## config.mk

```make
export PLATFORM = sky130hd
export DESIGN_NAME = regfile_scan
export DESIGN_NICKNAME = d
export VERILOG_FILES = /design/src/rtl/regfile_scan.sv
export SDC_FILE = /design/constraint.sdc
export NUM_CORES = 1
export LEC_CHECK = 0
export ABC_AREA = 1
export ABC_CLOCK_PERIOD_IN_PS = 5110
export BUFFER_PORTS_ARGS = -buffer_cell sky130_fd_sc_hd__buf_4
export CAP_MARGIN = 20
export CORE_MARGIN = 2
export CORE_UTILIZATION = 25
export DETAILED_ROUTE_END_ITERATION = 12
export PLACE_DENSITY = 0.45
export SYNTH_ARGS = -nofsm -noshare
export SYNTH_HDL_FRONTEND = slang
export SYNTH_SLANG_ARGS = --single-unit
export TNS_END_PERCENT = 1
```

## constraint.sdc

```tcl
create_clock -name Clock -period 5.11 [get_ports Clock]
set_clock_uncertainty 0.1 [all_clocks]
set_input_delay 0.2555 -clock Clock [delete_from_list [all_inputs] [get_ports Clock]]
set_output_delay 0.2555 -clock Clock [all_outputs]
set_load 0.02 [all_outputs]
```

## src/rtl/regfile_scan.sv

```systemverilog
// regfile_scan: parametrised 2-read/1-write register file whose storage is also one serial scan chain.
// Optional write-through forwarding to both read ports when REGFILE_BYPASS_EN is defined.
module regfile_scan #(
  parameter int unsigned WIDTH    = 16,
  parameter int unsigned DEPTH    = 8,
  parameter int unsigned ZERO_REG = 0,
  parameter int unsigned AW       = $clog2(DEPTH)
) (
  input  logic             Clock,
  input  logic             Reset,
  input  logic             Test,
  input  logic             SDI,
  output logic             SDO,
  input  logic             RegWe,
  input  logic [AW-1:0]    Rw,
  input  logic [WIDTH-1:0] Wd,
  input  logic [AW-1:0]    Rs1,
  input  logic [AW-1:0]    Rs2,
  output logic [WIDTH-1:0] Rd1,
  output logic [WIDTH-1:0] Rd2
);

  localparam int unsigned B = (ZERO_REG != 0) ? 1 : 0;
  localparam int unsigned N = (DEPTH - B) * WIDTH;

  // Register i (i >= B) lives at r_chain[(i-B)*WIDTH +: WIDTH]; bit 0 is the scan output end.
  logic [N-1:0]     r_chain;
  logic [N-1:0]     w_shift;
  logic             w_wr_ok;
  logic             w_we;
  logic [WIDTH-1:0] w_rd1;
  logic [WIDTH-1:0] w_rd2;

  generate
    if (N == 1) begin : g_shift1
      assign w_shift = SDI;
    end else begin : g_shiftn
      assign w_shift = {SDI, r_chain[N-1:1]};
    end
  endgenerate

  always_comb begin
    w_wr_ok = 1'b0;
    for (int unsigned i = B; i < DEPTH; i++) begin
      if (Rw == AW'(i)) w_wr_ok = 1'b1;
    end
  end

  assign w_we = RegWe & ~Test & w_wr_ok;

  always_ff @(posedge Clock or posedge Reset) begin
    if (Reset) begin
      r_chain <= '0;
    end else if (Test) begin
      r_chain <= w_shift;
    end else if (w_we) begin
      for (int unsigned i = B; i < DEPTH; i++) begin
        if (Rw == AW'(i)) r_chain[(i-B)*WIDTH +: WIDTH] <= Wd;
      end
    end
  end

  // Unmatched addresses (hardwired zero or beyond DEPTH) fall through to the zero default.
  always_comb begin
    w_rd1 = '0;
    w_rd2 = '0;
    for (int unsigned i = B; i < DEPTH; i++) begin
      if (Rs1 == AW'(i)) w_rd1 = r_chain[(i-B)*WIDTH +: WIDTH];
      if (Rs2 == AW'(i)) w_rd2 = r_chain[(i-B)*WIDTH +: WIDTH];
    end
  end

`ifdef REGFILE_BYPASS_EN
  logic w_fwd;
  // Forwarding is masked during reset so reads stay zero while storage is held clear.
  assign w_fwd = w_we & ~Reset;
  assign Rd1   = (w_fwd && (Rs1 == Rw)) ? Wd : w_rd1;
  assign Rd2   = (w_fwd && (Rs2 == Rw)) ? Wd : w_rd2;
`else
  assign Rd1   = w_rd1;
  assign Rd2   = w_rd2;
`endif

  assign SDO = r_chain[0];

endmodule

```

* Word level (Yosys, flattened, before mapping)
Cells that the tools add are included.
Operators by class: reductions and logical operators 20, equal/unequal tests 21, bitwise operators 3, mux-type cells 34
Operators with widths (count):
- two-way mux 16 bit | 24
- two-way mux 128 bit | 2
- == test 3 bit (second input constant) | 12
- == test 3 x 2 -> 1 bit (second input constant) | 6
- nonzero test 2 bit | 9
- AND reduction 2 bit | 8
- == test 3 x 1 -> 1 bit (second input constant) | 3
- zero test 3 bit | 3
- two-way mux 1 bit | 8
- AND 1 bit | 2
- NOT 1 bit | 1
Storage, ports and cells: bits in registers 128

* Longest topological paths before layout
Gate-level depths: netlist of run 1.
depth in word-level cells 12, depth in mapped cells 7, depth with buffers taken out 6

* Least setup slack after synthesis of run 1
Ideal clock, no wire load.
path type in2out, start point input Rs2[0], end point output Rd2[10], arrival 1.206 ns, stages 6, path slack 3.549 ns, cell sequence buf_4 > inv_2 > nor3_4 > buf_4 > nand2_1 > nand4_1
On the way: longest elaborated chain between the ends 9, elaborated cells on any way between the ends 16, those cells by class 7 x eq/ne; 8 x mux; 1 x reduce/logical
Ends and longest elaborated chain:
- start, declared | RTL line 18 | input logic [AW-1:0] Rs2,
- zero test 3 bit | RTL line 69 | if (Rs2 == AW'(i)) w_rd2 = r_chain[(i-B)*WIDTH +: WIDTH];
- two-way mux 16 bit (7 in series) | RTL line 69
- two-way mux 16 bit * | RTL line 69
- end, declared | RTL line 20 | output logic [WIDTH-1:0] Rd2
Mark *: on every way between the ends. The rest lies on a longest branch, timed or not.

* Worst setup path after layout of run 1
start point input Rs2[0], end point output Rd2[13]
The elaborated chain is that of the path after synthesis.

==> key figures, run 1 <==
Finish
  – Fill cells: 3348
  – Most frequent cells in the layout: nand2_1 (354), nand4_1 (160), dfrtp_1 (128), o211ai_1 (102), buf_4 (66)
  – Max reg flops: 128
  – Final net count: 1045
  – Biggest register: r_chain
  – Synthesis-to-layout area growth: 15.19%
  – Proportion of layout cells with a drive suffix above 1: 0.1479
  – Non-Filler Instances: 1430
  – Most common cell after layout, fill and taps aside: nand2_1
  – Ant diodes: 0
  – Fin util: 0.2919
  – Largest regs: r_chain x128

Synth
  – Netlist cell types: 26
  – Share of the synthesized area in the top cell type: 0.4016
  – Warnings from Yosys: 0
  – Synthesized flop and latch total: 128
  – Yosys top cell by area: dfrtp_1
  – Sequential share of the synthesized area: 0.4016
  – Mapped Cells: 1003
  – Post-Syn Area: 7975 µm²
  – Syn Nets: 1033
  – Top area cells in the synthesized netlist: dfrtp_1 (40%), nand2_1 (17%), nand4_1 (13%)
  – Syn_area_per_cell: 7.951 µm²

Routing
  – DRT iter0 DRCs: 823
  – DRC Markers: 0
  – Met2 wire len: 13.88 mm
  – Met1 wire length: 14.42 mm
  – Met3 WL post-DR: 1.870 mm
  – Average routed wire per standard cell: 21.50 µm
  – Antenna violation net count after detailed routing: 0
  – Vias: 7965
  – Routed via count divided by cell count: 5.570
  – WL final: 30.75 mm
  – Top Metal Used: met4
  – Drt first pass iters: 5

Critical path
  – Cell Chain, Critical Path: buf_4 > inv_2 > nor3_4 > nand2_1 > nand4_1 > buf_4
  – Most used cell, CP: buf_4
  – Crit path arrival time: 2220 ps
  – R2r worst-path depth: 2
  – Crit-path max cell delay: 800 ps
  – Crit. End Element: output port
  – CP Launch Point: Rs2[0]
  – RR Startpoint: r_chain[63]
  – R2R Setup Slk: 4210 ps
  – Critical Path RT: 4750 ps
  – Slowest cell on the critical path: nor3_4
  – CP max FO: 35
  – Reg2reg end: r_chain[62]
  – WS Path Type: in -> out
  – Worst setup endpoint: Rd2[13]
  – CP Launch Type: primary input

Clock network
  – H-tree levels: 4
  – Clock transition at path regs: 60 ps
  – CTS Buffer Depth: 2
  – Num CTS Buffers: 17
  – Root Buffer: clkbuf_16
  – Worst-Skew Late Latency: 440 ps
  – Clock sink total: 128
  – Post-CTS sizing: 0
  – CTS tree: done

Pwr
  – Leak Pwr: 3.643 nW
  – Peak supply drop: 0.0002436 V
  – Power per cell area: 391.1 nW/µm²

Placed design
  – Input/output buffers: 62
  – RePlAce Congestion: 0.8082
  – Dpl cells: 1395
  – Pre-CTS worst setup slack: 2554 ps
  – HPWL after detailed placement: 19.56 mm

Global routing
  – First-pass GRT wire length: 47.98 mm
  – Initial antenna violation count: 0
  – Total Routing Usage GR: 0.1890
  – Largest net degree at the start of global routing: 93
  – GRT overflow: 0
  – Vias in the first global route: 7437

Hold path
  – WHS Path Cells: 3
  – Path category of the worst min-delay check: in -> reg

STA
  – Worst slew margin: 0.3821
  – Final setup TNS: 0 ps
  – Period utilization: 0.5050
  – Worst-margin pin slew: 926.9 ps
  – # setup viols final: 0
  – Final Hold Fails: 0
  – Achievable frequency: 0.3875 GHz
  – Max-slew violation count: 0
  – Setup ws final: 2530 ps
  – RSZ-0062 raised after global routing: no
  – Post-route minimum period: 2580 ps

Outcome
  – Status: finished clean

Floorplanning
  – Starting density of the core: 0.2534
  – Core Area: 31470 µm²
  – Die Area: 33340 µm²
  – Die H: 182.6 µm
  – Die W: 182.6 µm
  – I/O Pins: 63
  – # rows: 65

Flow run
  – Max cap viols: 0
Yosys cell counts, drive strengths merged:
master,count
o221ai,16
nor2,70
nand4,160
o211ai,112
a21oi,7
or2,1
dfrtp,128
nand3,32
clkbuf,8
inv,31
nor3,6
nand2,364
buf,68
stage by stage:
stage                     hold slack (ps)  power (mW)  instance area, µm²
after CTS                           278.9       3.603                9166
after global routing                286.3       3.753                9186
final                               279.1       3.592                9186
after floorplan                     303.3       1.872                7975
after global placement              374.1       2.185                8483
after detailed placement            375.5       2.186                8483
report_power, final:
part           switching [mW]  internal [mW]  leakage [nW]
Combinational           0.467          0.268          1.65
Clock                   0.517          0.895         0.309
Sequential              0.243           1.20          1.69
Total                    1.23           2.37          3.64
final cells by class:
class | count | area [µm²] | area share
Clock buffer | 20 | 456.7 | 0.04971
Clock inverter | 12 | 206.4 | 0.02247
Inverter | 31 | 131.4 | 0.01430
Multi-Input combinational cell | 768 | 4150 | 0.4518
Sequential cell | 128 | 3203 | 0.3487
Tap cell | 402 | 503.0 | 0.05475
Timing Repair Buffer | 69 | 535.5 | 0.05829
metal layers:
layer  vias to the layer above  GRT usage
met3                        36    0.02894
met5                         -          0
li1                       3612          -
met1                      3961     0.2777
met2                       356     0.2832
met4                         0    0.05968
logic make-up (layout without fill, tap and decap cells):
family / after synthesis / count (layout) / synth area share
buffers and inverters: 107 / 132 / 0.07797
AO/OA/AOI/OAI: 135 / 135 / 0.1436
flip-flops: 128 / 128 / 0.4016
AND/OR/NAND/NOR: 633 / 633 / 0.3768
what timing repair did:
item / CTS / global route
hold buffers: 2 / 0
buffers inserted: 0 / 0
endpoints found under the hold margin: 71 / 0
how the worst min path moves through the flow:
stage,end,slack (ps),startpoint
3_3_place_gp,r_chain[67],370,r_chain[67]
5_1_grt,r_chain[37],290,Wd[5]
2_1_floorplan,r_chain[127],300,SDI
6_report,r_chain[37],280,Wd[5]
4_1_cts,r_chain[37],280,Wd[5]
3_5_place_dp,r_chain[70],380,r_chain[70]
worst max-delay path: cells and delay by family:
kind          cells  cell delay (ps)
buf+inv           3              810
simple gates      3             1120
No activity file was read; power rests on OpenSTA's default activity.
==> run 2: changes to the inputs <==
Settings changed: ABC_CLOCK_PERIOD_IN_PS 5110 to 2400.
Clock period 5.11 ns to 2.4 ns, I/O delays scaled along.
==> run 2 against run 1 <==
Sequential power increased by 110%. Global-route usage increased by 0.27 points. Non-clock buffer count increased by 12. Sequential share of layout area decreased by 0.28 points. Die area unchanged. Via count decreased by 0.41%. Clock-buffer cell count unchanged. Largest power group unchanged.
==> key figures, run 2 (same netlist as run 1, synthesis figures left out) <==
Outcome
  – Status: finished clean

Placed design
  – HPWL after detailed placement: 20.50 mm
  – RePlAce Congestion: 0.8498
  – Input/output buffers: 62
  – Pre-CTS worst setup slack: 477.0 ps

Routing
  – DRT iter0 DRCs: 929
  – DRC Markers: 0
  – Antenna violation net count after detailed routing: 0
  – Top Metal Used: met4
  – Met3 WL post-DR: 1.766 mm
  – Average routed wire per standard cell: 21.71 µm
  – Met2 wire len: 14.30 mm
  – WL final: 31.31 mm
  – Met1 wire length: 14.44 mm
  – Drt first pass iters: 5
  – Routed via count divided by cell count: 5.501
  – Vias: 7932

Global routing
  – Initial antenna violation count: 0
  – Total Routing Usage GR: 0.1917
  – Largest net degree at the start of global routing: 129
  – First-pass GRT wire length: 48.49 mm
  – GRT overflow: 0
  – Vias in the first global route: 7640

STA
  – # setup viols final: 0
  – Final setup TNS: 0 ps
  – Max-slew violation count: 0
  – Final Hold Fails: 0
  – Period utilization: 0.8139
  – RSZ-0062 raised after global routing: no
  – Post-route minimum period: 1953 ps
  – Setup ws final: 446.7 ps
  – Achievable frequency: 0.5120 GHz
  – Worst-margin pin slew: 864.6 ps
  – Worst slew margin: 0.4236

Hold path
  – Path category of the worst min-delay check: in -> reg

Floorplanning
  – # rows: 65
  – Die H: 182.6 µm
  – Starting density of the core: 0.2534
  – Core Area: 31470 µm²
  – Die Area: 33340 µm²
  – Die W: 182.6 µm
  – I/O Pins: 63

Clock network
  – Setup bufs post-CTS: 0
  – H-tree levels: 4
  – Clock sink total: 128
  – Num CTS Buffers: 17
  – CTS Buffer Depth: 2
  – CTS tree: done
  – Post-CTS sizing: 0
  – Clock transition at path regs: 70 ps
  – Worst-Skew Late Latency: 430 ps
  – Root Buffer: clkbuf_16

Critical path
  – Cell Chain, Critical Path: buf_4 > nor2_4 > nand2_2 > nor2_1 > nor2_1 > nand4_1 > buf_4
  – CP max FO: 19
  – Critical Path RT: 2180 ps
  – CP Launch Type: primary input
  – Slowest cell on the critical path: nor2_4
  – Crit-path max cell delay: 450 ps
  – Crit. End Element: output port
  – WS Path Type: in -> out
  – R2R Setup Slk: 1490 ps
  – Crit path arrival time: 1730 ps

Finish
  – Ant diodes: 0
  – Final net count: 1057
  – Synthesis-to-layout area growth: 16.11%
  – Fill cells: 3400
  – Biggest register: r_chain
  – Most frequent cells in the layout: nand2_1 (354), nand4_1 (160), dfrtp_1 (128), o211ai_1 (102), buf_4 (76)
  – Max reg flops: 128
  – Largest regs: r_chain x128
  – Reg area: 3203 µm²
  – Most common cell after layout, fill and taps aside: nand2_1
  – Multi-input gate area: 4150 µm²
  – Proportion of layout cells with a drive suffix above 1: 0.1587

Pwr
  – Leak Pwr: 3.695 nW
  – Peak supply drop: 0.0004253 V
  – Power per cell area: 807.5 nW/µm²

Flow run
  – Max cap viols: 0
[run 2: metal layers]
layer	track usage	up-vias
met5	0	-
met4	0.07032	0
met3	0.02594	46
met2	0.3019	329
met1	0.2680	3920
li1	-	3637
[run 2: final timing paths]
check	startpoint	end	cells past startpoint
hold / removal	Test	r_chain[59]	3
setup / recovery	Rs1[0]	Rd1[15]	7
max in group asynchronous	Reset	r_chain[112]	4
setup reg to reg	r_chain[76]	r_chain[75]	2
hold reg to reg	r_chain[74]	r_chain[74]	2
min in group asynchronous	Reset	r_chain[1]	4
[run 2: layout make-up]
class	count	share of cell area
clock buffer	20	0.05040
clock inverter	12	0.01689
inverter	31	0.01405
multi-input combinational	768	0.4482
sequential	128	0.3459
tap	402	0.05432
timing repair buffer	81	0.07026
[run 2: critical path, delay by kind of cell]
family,cells,cell delay [ps]
and+or+nand+nor,5,1240
buffers and inverters,2,360
[run 2: repair_timing]
action / in CTS / in global routing
setup endpoints to repair: 0 / 0
hold buffers: 2 / 0
endpoints found under the hold margin: 129 / 0
[run 2: where the power goes]
group | switching [mW] | internal [mW] | leakage (nW)
Combinational | 1.01 | 0.588 | 1.71
Sequential | 0.498 | 2.56 | 1.69
Clock | 1.10 | 1.72 | 0.295
[run 2: per-stage QoR]
stage	hold WS [ps]	instance area (µm²)	power, mW	instances	utilization
2_1_floorplan	167.8	7979	3.986	1003	-
3_3_place_gp	269.9	8617	4.677	1408	0.2738
3_5_place_dp	267.8	8617	4.677	1408	0.2738
4_1_cts	10.61	9260	7.503	1442	0.2942
5_1_grt	45.11	9260	7.822	1442	0.2942
6_report	17.10	9260	7.478	1442	0.2942
==> run 3: changes to the inputs <==
Settings changed: ABC_CLOCK_PERIOD_IN_PS 2400 to 1900.
Clock period 2.4 ns to 1.9 ns, I/O delays scaled along.
==> run 3 against run 2 <==
Clock-buffer cell count up 1. Non-clock buffer count increased by 12. Critical path depth decreased by 2. Combinational power increased by 29%. Wire length grew 1.9%. Worst setup slack worse by 410 ps. Sequential power grew 27%. Register-to-register slack worse by 500 ps. Global-route usage increased by 0.65 points. Largest power group unchanged.
==> key figures, run 3 (same netlist as run 1, synthesis figures left out) <==
Clock network
  – Clock sink total: 128
  – Num CTS Buffers: 17
  – Setup bufs post-CTS: 0
  – Clock transition at path regs: 60 ps
  – CTS tree: done
  – H-tree levels: 4
  – CTS Buffer Depth: 2
  – Root Buffer: clkbuf_16
  – Worst-Skew Late Latency: 440 ps

Finish
  – Synthesis-to-layout area growth: 18.56%
  – Largest regs: r_chain x128
  – Most frequent cells in the layout: nand2_1 (354), nand4_1 (160), dfrtp_1 (123), o211ai_1 (102), buf_4 (81)
  – Ant diodes: 0
  – Fill cells: 3363
  – Proportion of layout cells with a drive suffix above 1: 0.1759
  – Max reg flops: 128
  – Fin util: 0.3004
  – Biggest register: r_chain
  – Most common cell after layout, fill and taps aside: nand2_1
  – Final net count: 1069

Routing
  – DRT iter0 DRCs: 787
  – DRC Markers: 0
  – Routed via count divided by cell count: 5.485
  – WL final: 31.90 mm
  – Drt first pass iters: 7
  – Antenna violation net count after detailed routing: 0
  – Average routed wire per standard cell: 21.94 µm
  – Vias: 7975

Pwr
  – Power per cell area: 1007 nW/µm²
  – Peak supply drop: 0.0005988 V
  – Leak Pwr: 3.788 nW

Placed design
  – Input/output buffers: 62
  – Pre-CTS worst setup slack: 257.8 ps
  – RePlAce Congestion: 0.8002
  – HPWL after detailed placement: 21.33 mm

Flow run
  – Max cap viols: 0

Hold path
  – Path category of the worst min-delay check: in -> reg
  – Hold EP: r_chain[56]
  – WHS Path Cells: 4
  – HP Start: Test

Critical path
  – Reg2reg end: r_chain[126]
  – Crit. End Element: output port
  – Crit path arrival time: 1670 ps
  – R2R Setup Slk: 990 ps
  – R2r worst-path depth: 2
  – CP Launch Type: flip-flop
  – WS Path Type: reg -> out
  – CP max FO: 4
  – RR Startpoint: r_chain[127]
  – Critical Path RT: 1700 ps

STA
  – Achievable frequency: 0.5365 GHz
  – Final Hold Fails: 0
  – Period utilization: 0.9810
  – # setup viols final: 0
  – Final setup TNS: 0 ps
  – Max-slew violation count: 0
  – RSZ-0062 raised after global routing: yes
  – Worst slew margin: 0.5622
  – Setup ws final: 36.16 ps
  – Worst-margin pin slew: 655.3 ps
  – Post-route minimum period: 1864 ps

Global routing
  – GRT overflow: 0
  – First-pass GRT wire length: 50.03 mm
  – Initial antenna violation count: 0
  – Total Routing Usage GR: 0.1982
  – Vias in the first global route: 7782
  – Largest net degree at the start of global routing: 68

Outcome
  – Status: finished clean

Floorplanning
  – I/O Pins: 63
  – Die Area: 33340 µm²
  – # rows: 65
  – Die W: 182.6 µm
  – Die H: 182.6 µm
  – Core Area: 31470 µm²
  – Starting density of the core: 0.2534
-- run 3: cell types whose count changed in the layout (fill, tap and decap cells not counted), sizes merged --
cell,change
clkbuf,+1
buf,+12
clkinvlp,-3
inv,-2
bufinv,+1
clkinv,+3
-- run 3: layout make-up --
cell class,count,area (µm²),share of cell area
multi-input combinational,768,4163,0.4403
clock inverter,11,161.4,0.01707
tap,402,503.0,0.05320
timing repair buffer,93,828.3,0.08760
inverter,31,130.1,0.01376
sequential,128,3209,0.3394
clock buffer,21,460.4,0.04870
-- run 3: how the worst max path moves through the flow --
stage,startpoint,end,slack (ps)
floorplan,Reset,r_chain[0],120
global placement,Rs2[0],Rd2[0],270
detailed placement,Rs2[0],Rd2[0],260
CTS,r_chain[16],Rd2[0],6
global route,r_chain[45],Rd2[13],-20
finish,r_chain[42],Rd1[10],40
-- run 3: repair_timing --
item / 4_1_cts / 5_1_grt
hold endpoints to repair: 129 / 0
gates resized for setup: 1 / 9
endpoints found under the setup margin: 1 / 6
hold buffers: 2 / 0
pin swaps: 0 / 1
-- run 3: report_power, final --
group          internal, mW  switching [mW]  total [mW]
clock                  2.26            1.32        3.58
sequential             3.24           0.651        3.89
combinational         0.779            1.28        2.06
total                  6.27            3.25        9.52
-- run 3: worst max-delay path, cell delays in order (launching register included) --
cell and delay [ps]:
dfrtp_1 440, nand4_1 130, nand4_1 120, nor2_1 220
nand4_1 140, buf_4 190
-- run 3: through the flow --
step | cell area, µm² | power [mW] | std cells | hold slack [ps]
after global routing | 9455 | 9.966 | 1454 | 43.99
after detailed placement | 8795 | 5.968 | 1420 | 159.1
final | 9455 | 9.522 | 1454 | 22.81
after floorplan | 7979 | 5.035 | 1003 | 142.8
after global placement | 8795 | 5.971 | 1420 | 164.0
after CTS | 9438 | 9.562 | 1454 | 12.26
-- run 3: routing by layer --
| metal | wire length [µm] | track usage |
|---|---|---|
| met1 | 14820 | 0.2861 |
| met2 | 14750 | 0.3086 |
| met3 | 1745 | 0.02894 |
| met4 | 584 | 0.05387 |
| met5 | 0 | 0 |
